$ cat src/rtl/sobol_bitgen.sv
// Binary-to-stochastic bitstream generator driven by a first-dimension Sobol
// (van der Corput) sequence. One accepted value yields 2^BITWIDTH stream bits
// whose count of ones equals the value.
module sobol_bitgen #(
  parameter int unsigned BITWIDTH = 4
) (
  input  logic                iClk,
  input  logic                iRstN,
  input  logic                iValid,
  input  logic [BITWIDTH-1:0] iData,
  output logic                oReady,
  input  logic                iHold,
  output logic                oBit,
  output logic                oBitVld,
  output logic                oLast,
  output logic [BITWIDTH-1:0] oOnes
);

  localparam int unsigned W = BITWIDTH;
  localparam logic [W-1:0] LAST_IDX = '1;

  typedef enum logic {
    IDLE = 1'b0,
    RUN  = 1'b1
  } state_t;

  state_t       state, stateNext;
  logic [W-1:0] n, nNext;
  logic [W-1:0] x, xNext;
  logic [W-1:0] val, valNext;
  logic [W-1:0] ones, onesNext;
  logic [W-1:0] flipMask;
  logic         found;

  // Sobol direction mask: one bit mirrored from the least-significant zero of n.
  always_comb begin
    flipMask = '0;
    found    = 1'b0;
    for (int unsigned i = 0; i < W; i++) begin
      if (!found && !n[i]) begin
        flipMask[W-1-i] = 1'b1;
        found           = 1'b1;
      end
    end
  end

  // Next-state, datapath updates and stream outputs.
  always_comb begin
    stateNext = state;
    nNext     = n;
    xNext     = x;
    valNext   = val;
    onesNext  = ones;
    oReady    = 1'b0;
    oBitVld   = 1'b0;
    oBit      = 1'b0;
    oLast     = 1'b0;
    unique case (state)
      IDLE: begin
        oReady = 1'b1;
        if (iValid) begin
          valNext   = iData;
          nNext     = '0;
          xNext     = '0;
          onesNext  = '0;
          stateNext = RUN;
        end
      end
      RUN: begin
        oBitVld = !iHold;
        oBit    = oBitVld & (x < val);
        oLast   = oBitVld & (n == LAST_IDX);
        if (oBitVld) begin
          onesNext = ones + W'(oBit);
          if (oLast) begin
            stateNext = IDLE;
          end else begin
            nNext = n + W'(1);
            xNext = x ^ flipMask;
          end
        end
      end
      default: stateNext = IDLE;
    endcase
  end

  // State and datapath registers.
  always_ff @(posedge iClk or negedge iRstN) begin
    if (!iRstN) begin
      state <= IDLE;
      n     <= '0;
      x     <= '0;
      val   <= '0;
      ones  <= '0;
    end else begin
      state <= stateNext;
      n     <= nNext;
      x     <= xNext;
      val   <= valNext;
      ones  <= onesNext;
    end
  end

  assign oOnes = ones;

endmodule

$ cat config.mk
export PLATFORM = sky130hd
export DESIGN_NAME = sobol_bitgen
export DESIGN_NICKNAME = d
export VERILOG_FILES = /design/src/rtl/sobol_bitgen.sv
export SDC_FILE = /design/constraint.sdc
export NUM_CORES = 1
export LEC_CHECK = 0
export BUFFER_PORTS_ARGS = -buffer_cell sky130_fd_sc_hd__clkbuf_2
export CORE_UTILIZATION = 45
export CTS_BUF_LIST = sky130_fd_sc_hd__clkbuf_8
export DETAILED_ROUTE_END_ITERATION = 16
export HOLD_SLACK_MARGIN = 0.1
export PLACE_DENSITY = 0.81
export SLEW_MARGIN = 15
export SYNTH_ARGS = -nofsm -noshare
export SYNTH_HDL_FRONTEND = slang
export SYNTH_SLANG_ARGS = --single-unit
$ cat constraint.sdc
create_clock -name iClk -period 1.85 [get_ports iClk]
set_clock_uncertainty 0.05 [all_clocks]
set_input_delay 0.37 -clock iClk [delete_from_list [all_inputs] [get_ports iClk]]
set_output_delay 0.37 -clock iClk [all_outputs]
set_load 0.05 [all_outputs]
Word level (Yosys, flattened, before mapping)

Cells that the tools add are included.

Output and inout bits: 8
Register bits after elaboration: 17
Word-level logic and storage cells: 51

$add $sub $neg: 2
Reductions and logical operators: 12
Mux-type cells: 23
Bitwise gates (word level): 4
Eq/ne operators: 4
$lt $le $gt $ge: 1

Operators by type and width:

| operator                                     | number |
|---|---|
| two-way mux 4 bit                            | 6 |
| one-hot mux 4 bit (2 select lines)           | 3 |
| two-way mux 1 bit                            | 13 |
| logical NOT 1 bit                            | 6 |
| inequality test 2 bit, second input constant | 3 |
| adder 4 x 1 -> 4 bit                         | 1 |
| adder 4 x 1 -> 4 bit, second input constant  | 1 |
| == test 4 bit, second input constant         | 1 |
| < comparator 4 bit                           | 1 |
| AND reduction 2 bit                          | 2 |
| bitwise XOR 4 bit                            | 1 |
| logical AND 1 bit                            | 3 |
| AND reduction 3 bit                          | 1 |
| bitwise AND 1 bit                            | 2 |
| one-hot mux 1 bit (2 select lines)           | 1 |
| inverter 1 bit                               | 1 |

Logic depth before layout (Yosys ltp)

Depth in word-level cells: 13
Depth in mapped cells: 10

Worst setup path after synthesis

OpenSTA, ideal clock, no wires.

Path type: flip-flop to output port
Start point: reg x[3]
End point: out oBit
Cell stages (with the launch flop): 5
Required time: 1430 ps
Data arrival time: 1950 ps
Path slack: -520 ps
Cell sequence: dfrtp_1 > ha_1 > a21oi_1 > o21ai_0 > nor3_1

Cells in the longest elaborated chain, start to end: 3

Ends and longest elaborated chain:

| item                   | RTL line | RTL |
|---|---|---|
| start, declared        | 29       | `logic [W-1:0] x, xNext;` |
| start signal, assigned | 98       | `x <= xNext;` |
| < comparator 4 bit     | 71       | `oBit = oBitVld & (x < val);` |
| bitwise AND 1 bit      | 71       |  |
| two-way mux 1 bit      | 58       | `unique case (state)` |
| end, declared          | 13       | `output logic oBit,` |

No other way between the ends.

Worst setup path in the final report

Same ends and word-level chain as after synthesis.

==> key figures <==
Die
  – Top-level port count: 16
  – Area enclosed by the die boundary: 2210 µm²
  – Floorplan Core Area: 1800 µm²
  – Overall die height: 47.0 µm
  – Width of the chip: 47.0 µm
  – Initial core utilization: 50.6%
  – Total number of placement rows: 15

STA
  – Unrepaired setup endpoints after global routing: yes
  – Worst path setup slack after routing: -223 ps
  – Shortest period the worst path allows: 2070 ps
  – Slew at the pin with the worst max-slew slack: 424 ps
  – Number of hold violations in the final report: 0
  – Ratio of final minimum period to clock period: 112%
  – Final-report setup violation count: 2
  – Final Slew Violations: 0
  – Highest achievable clock rate: 0.482 GHz
  – Relative slew margins: 71.7%

Place
  – Inst Count DP: 136
  – IO Port Bufs: 15
  – Final weighted congestion of routability-driven global placement: 0.776
  – Dpl hpwl: 1.15 mm
  – Post-Place Cell Area: 1060 µm²

Global route
  – Initial antenna violation count: 0
  – Global-route congestion overflow total: 0
  – GRT Util Overall: 19.0%
  – Maximum number of pins on one net before global-route repair: 20
  – Wire length of the first global-routing pass: 2.89 mm
  – Via count of the first global-routing pass: 674

Routing
  – Length of the first detailed-routing pass in iterations: 4
  – Violation count after the first detailed-routing iteration: 13
  – Post-route antenna net violation count: 0
  – Routed length per instance: 13.0 µm
  – Via total after detailed routing: 759
  – Routed WL: 1.87 mm
  – Via/cell ratio: 5.27
  – Number of DRC violations after detailed routing: 0

Logic synthesis
  – Register bit total from synthesis: 17
  – Library cells used by synthesis: 27
  – Leading post-synthesis cells by cell area: sky130_fd_sc_hd__dfrtp_1 (47%), sky130_fd_sc_hd__ha_1 (12%), sky130_fd_sc_hd__xor2_1 (4.8%)
  – Netlist area before placement: 911 µm²
  – Gate Count Post-Synth: 91
  – Sequential-to-total area share from yosys stat: 46.7%
  – Synthesized area per cell: 10.0 µm²
  – Leading register cell type out of synthesis: sky130_fd_sc_hd__dfrtp_1
  – Synthesized Nets: 108
  – Cell taking the most area after synthesis: sky130_fd_sc_hd__dfrtp_1
  – Share of flip-flops with an asynchronous set or reset after synthesis: 100%
  – Area share of the largest cell type after synthesis: 46.7%
  – Number of warnings issued by yosys: 0
  – Number of flops mapped to enable cells by yosys: 0

Clocking
  – Deepest level of the CTS H-tree: 1
  – Clock tree sinks: 17
  – Buffer cell driving the clock tree root: sky130_fd_sc_hd__clkbuf_8
  – Number of buffers created by CTS: 3
  – Skew-Pair Late Insertion Delay: 250 ps
  – Register clock-pin slew on the reported worst setup and hold paths: 70 ps
  – Buffers from clock root to sink, at most: 2
  – CTS tree: yes

Layout
  – Most common library cell in the layout ignoring fill and taps: sky130_fd_sc_hd__dfrtp_1
  – Area of the multi-input gates: 508 µm²
  – Layout area overhead: 33.5%
  – Core utilization of the finished layout: 67.5%
  – Commonest non-fill, non-tap cells in the layout: sky130_fd_sc_hd__dfrtp_1 (17), sky130_fd_sc_hd__clkbuf_2 (13), sky130_fd_sc_hd__buf_4 (11)
  – Antenna cells: 0
  – Area of all placed cells without fillers: 1220 µm²
  – Number of filler instances in the final layout: 136
  – Layout cell share with drive strength beyond 1: 35.3%
  – Final Net Count: 137
  – Storage cell area: 425 µm²
  – Cell Count, Final, Fillers Out: 144

Worst setup path
  – Worst setup path class: flop to output pin
  – Data required time at the worst endpoint: 1430 ps
  – Data arrival time of the critical path: 1650 ps
  – CP max FO: 2
  – Worst reg-to-reg setup slack: -10 ps
  – Category of the worst setup path launch point: flop
  – Worst R2R Start: x[3]
  – End of the worst register-to-register path: oOnes[1]
  – Type of element capturing the critical path: output pin
  – Cell depth of the worst flop-to-flop path: 8

Run status
  – Outcome: finished with violations
  – Failing checks: negative setup slack

Worst hold path
  – Capture endpoint of the worst hold path: val[1]
  – Hold path start: iData[1]
  – Instance count along the most critical hold path: 3
  – Worst hold path type: input pin to flop

Run
  – Count of maximum capacitance violations: 0

Power and ir drop
  – Maximum vdd ir drop: 1130 µV
  – Power per unit of standard cell area: 1820 nW/µm²
  – Standby leakage power: 0.584 nW
synthesized netlist by cell type, types with 2 or more instances:
cell type                   n
sky130_fd_sc_hd__dfrtp_1   17
sky130_fd_sc_hd__ha_1       9
sky130_fd_sc_hd__nor2_1     9
sky130_fd_sc_hd__nand2_1    8
sky130_fd_sc_hd__inv_1      7
sky130_fd_sc_hd__o21ai_0    7
sky130_fd_sc_hd__xor2_1     5
sky130_fd_sc_hd__a21oi_1    4
sky130_fd_sc_hd__a22o_1     2
sky130_fd_sc_hd__nand4_1    2
sky130_fd_sc_hd__nor2b_1    2
sky130_fd_sc_hd__nor3_1     2
sky130_fd_sc_hd__o211ai_1   2
sky130_fd_sc_hd__o31ai_1    2
logic make-up after synthesis:
| group | synth area share [%] |
|---|---|
| mux | 1.24 |
| xor+xnor | 4.81 |
| compound gates | 14.0 |
| flops | 46.7 |
| simple gates | 15.4 |
| buf+inv | 5.49 |
| fa+ha+maj | 12.4 |
state kept, by name, summed over array words and instances, names as in the netlist:
| register | flops |
|---|---|
| oOnes | 4 |
| val | 4 |
| x | 4 |
| n | 4 |
| state | 1 |
layer usage:
layer  vias to the layer above  global-route usage [%]  routed length, µm
li1                        368                       -                  -
met1                       365                    25.9                888
met2                        22                    28.3                874
met3                         4                    2.69                 79
met4                         0                    12.6                 27
met5                         -                       0                  0
per-stage QoR:
step	setup TNS [ps]	setup WS [ps]	hold WS (ps)	total power, W
finish	-234	-223	271	0.00221
global placement	-42.7	-32.7	275	0.00157
floorplan	-81.7	-62.4	24.4	0.00131
CTS	-200	-193	272	0.00196
detailed placement	-105	-59.2	277	0.00161
global route	-391	-275	276	0.00235
worst max-delay path by stage:
| stage | from | end | slack (ps) | cells after the start |
|---|---|---|---|---|
| 3_5_place_dp | x[3] | oBit | -60 | 6 |
| 4_1_cts | val[3] | oBit | -190 | 7 |
| 3_3_place_gp | x[3] | oBit | -30 | 6 |
| 6_report | x[3] | oBit | -220 | 6 |
| 2_1_floorplan | x[1] | oOnes[1] | -60 | 7 |
| 5_1_grt | x[3] | oBit | -280 | 6 |
report_power, final:
part | total, W | switching, W | internal, W
sequential | 0.000687 | 0.000144 | 0.000543
clock | 0.000272 | 0.000125 | 0.000147
combinational | 0.00125 | 0.000676 | 0.000575
total | 0.00221 | 0.000945 | 0.00127
worst max-delay path, cell delays in order (launching register included):
cell and delay (ps):
sky130_fd_sc_hd__dfrtp_1 410, sky130_fd_sc_hd__ha_4 260, sky130_fd_sc_hd__a21oi_2 160, sky130_fd_sc_hd__o21ai_2 80
sky130_fd_sc_hd__buf_4 140, sky130_fd_sc_hd__nor3_4 180, sky130_fd_sc_hd__buf_8 170
timing repair:
action | CTS | global route
hold buffers | 1 | 0
setup buffers | 1 | 2
resized for setup | 5 | 12
gates cloned | 0 | 0
pin swaps | 3 | 3
hold endpoints to repair | 17 | 0
endpoints found under the setup margin | 4 | 5
final cells by class:
type	count	area share, %
multi-input cells	64	41.8
flip-flops and latches	17	35.0
repair buffers	27	14.8
clock buffers	3	3.40
well taps	25	2.57
inverters	7	2.16
clock inverters	1	0.309
Note: power is estimated with default switching activity, not from simulation.
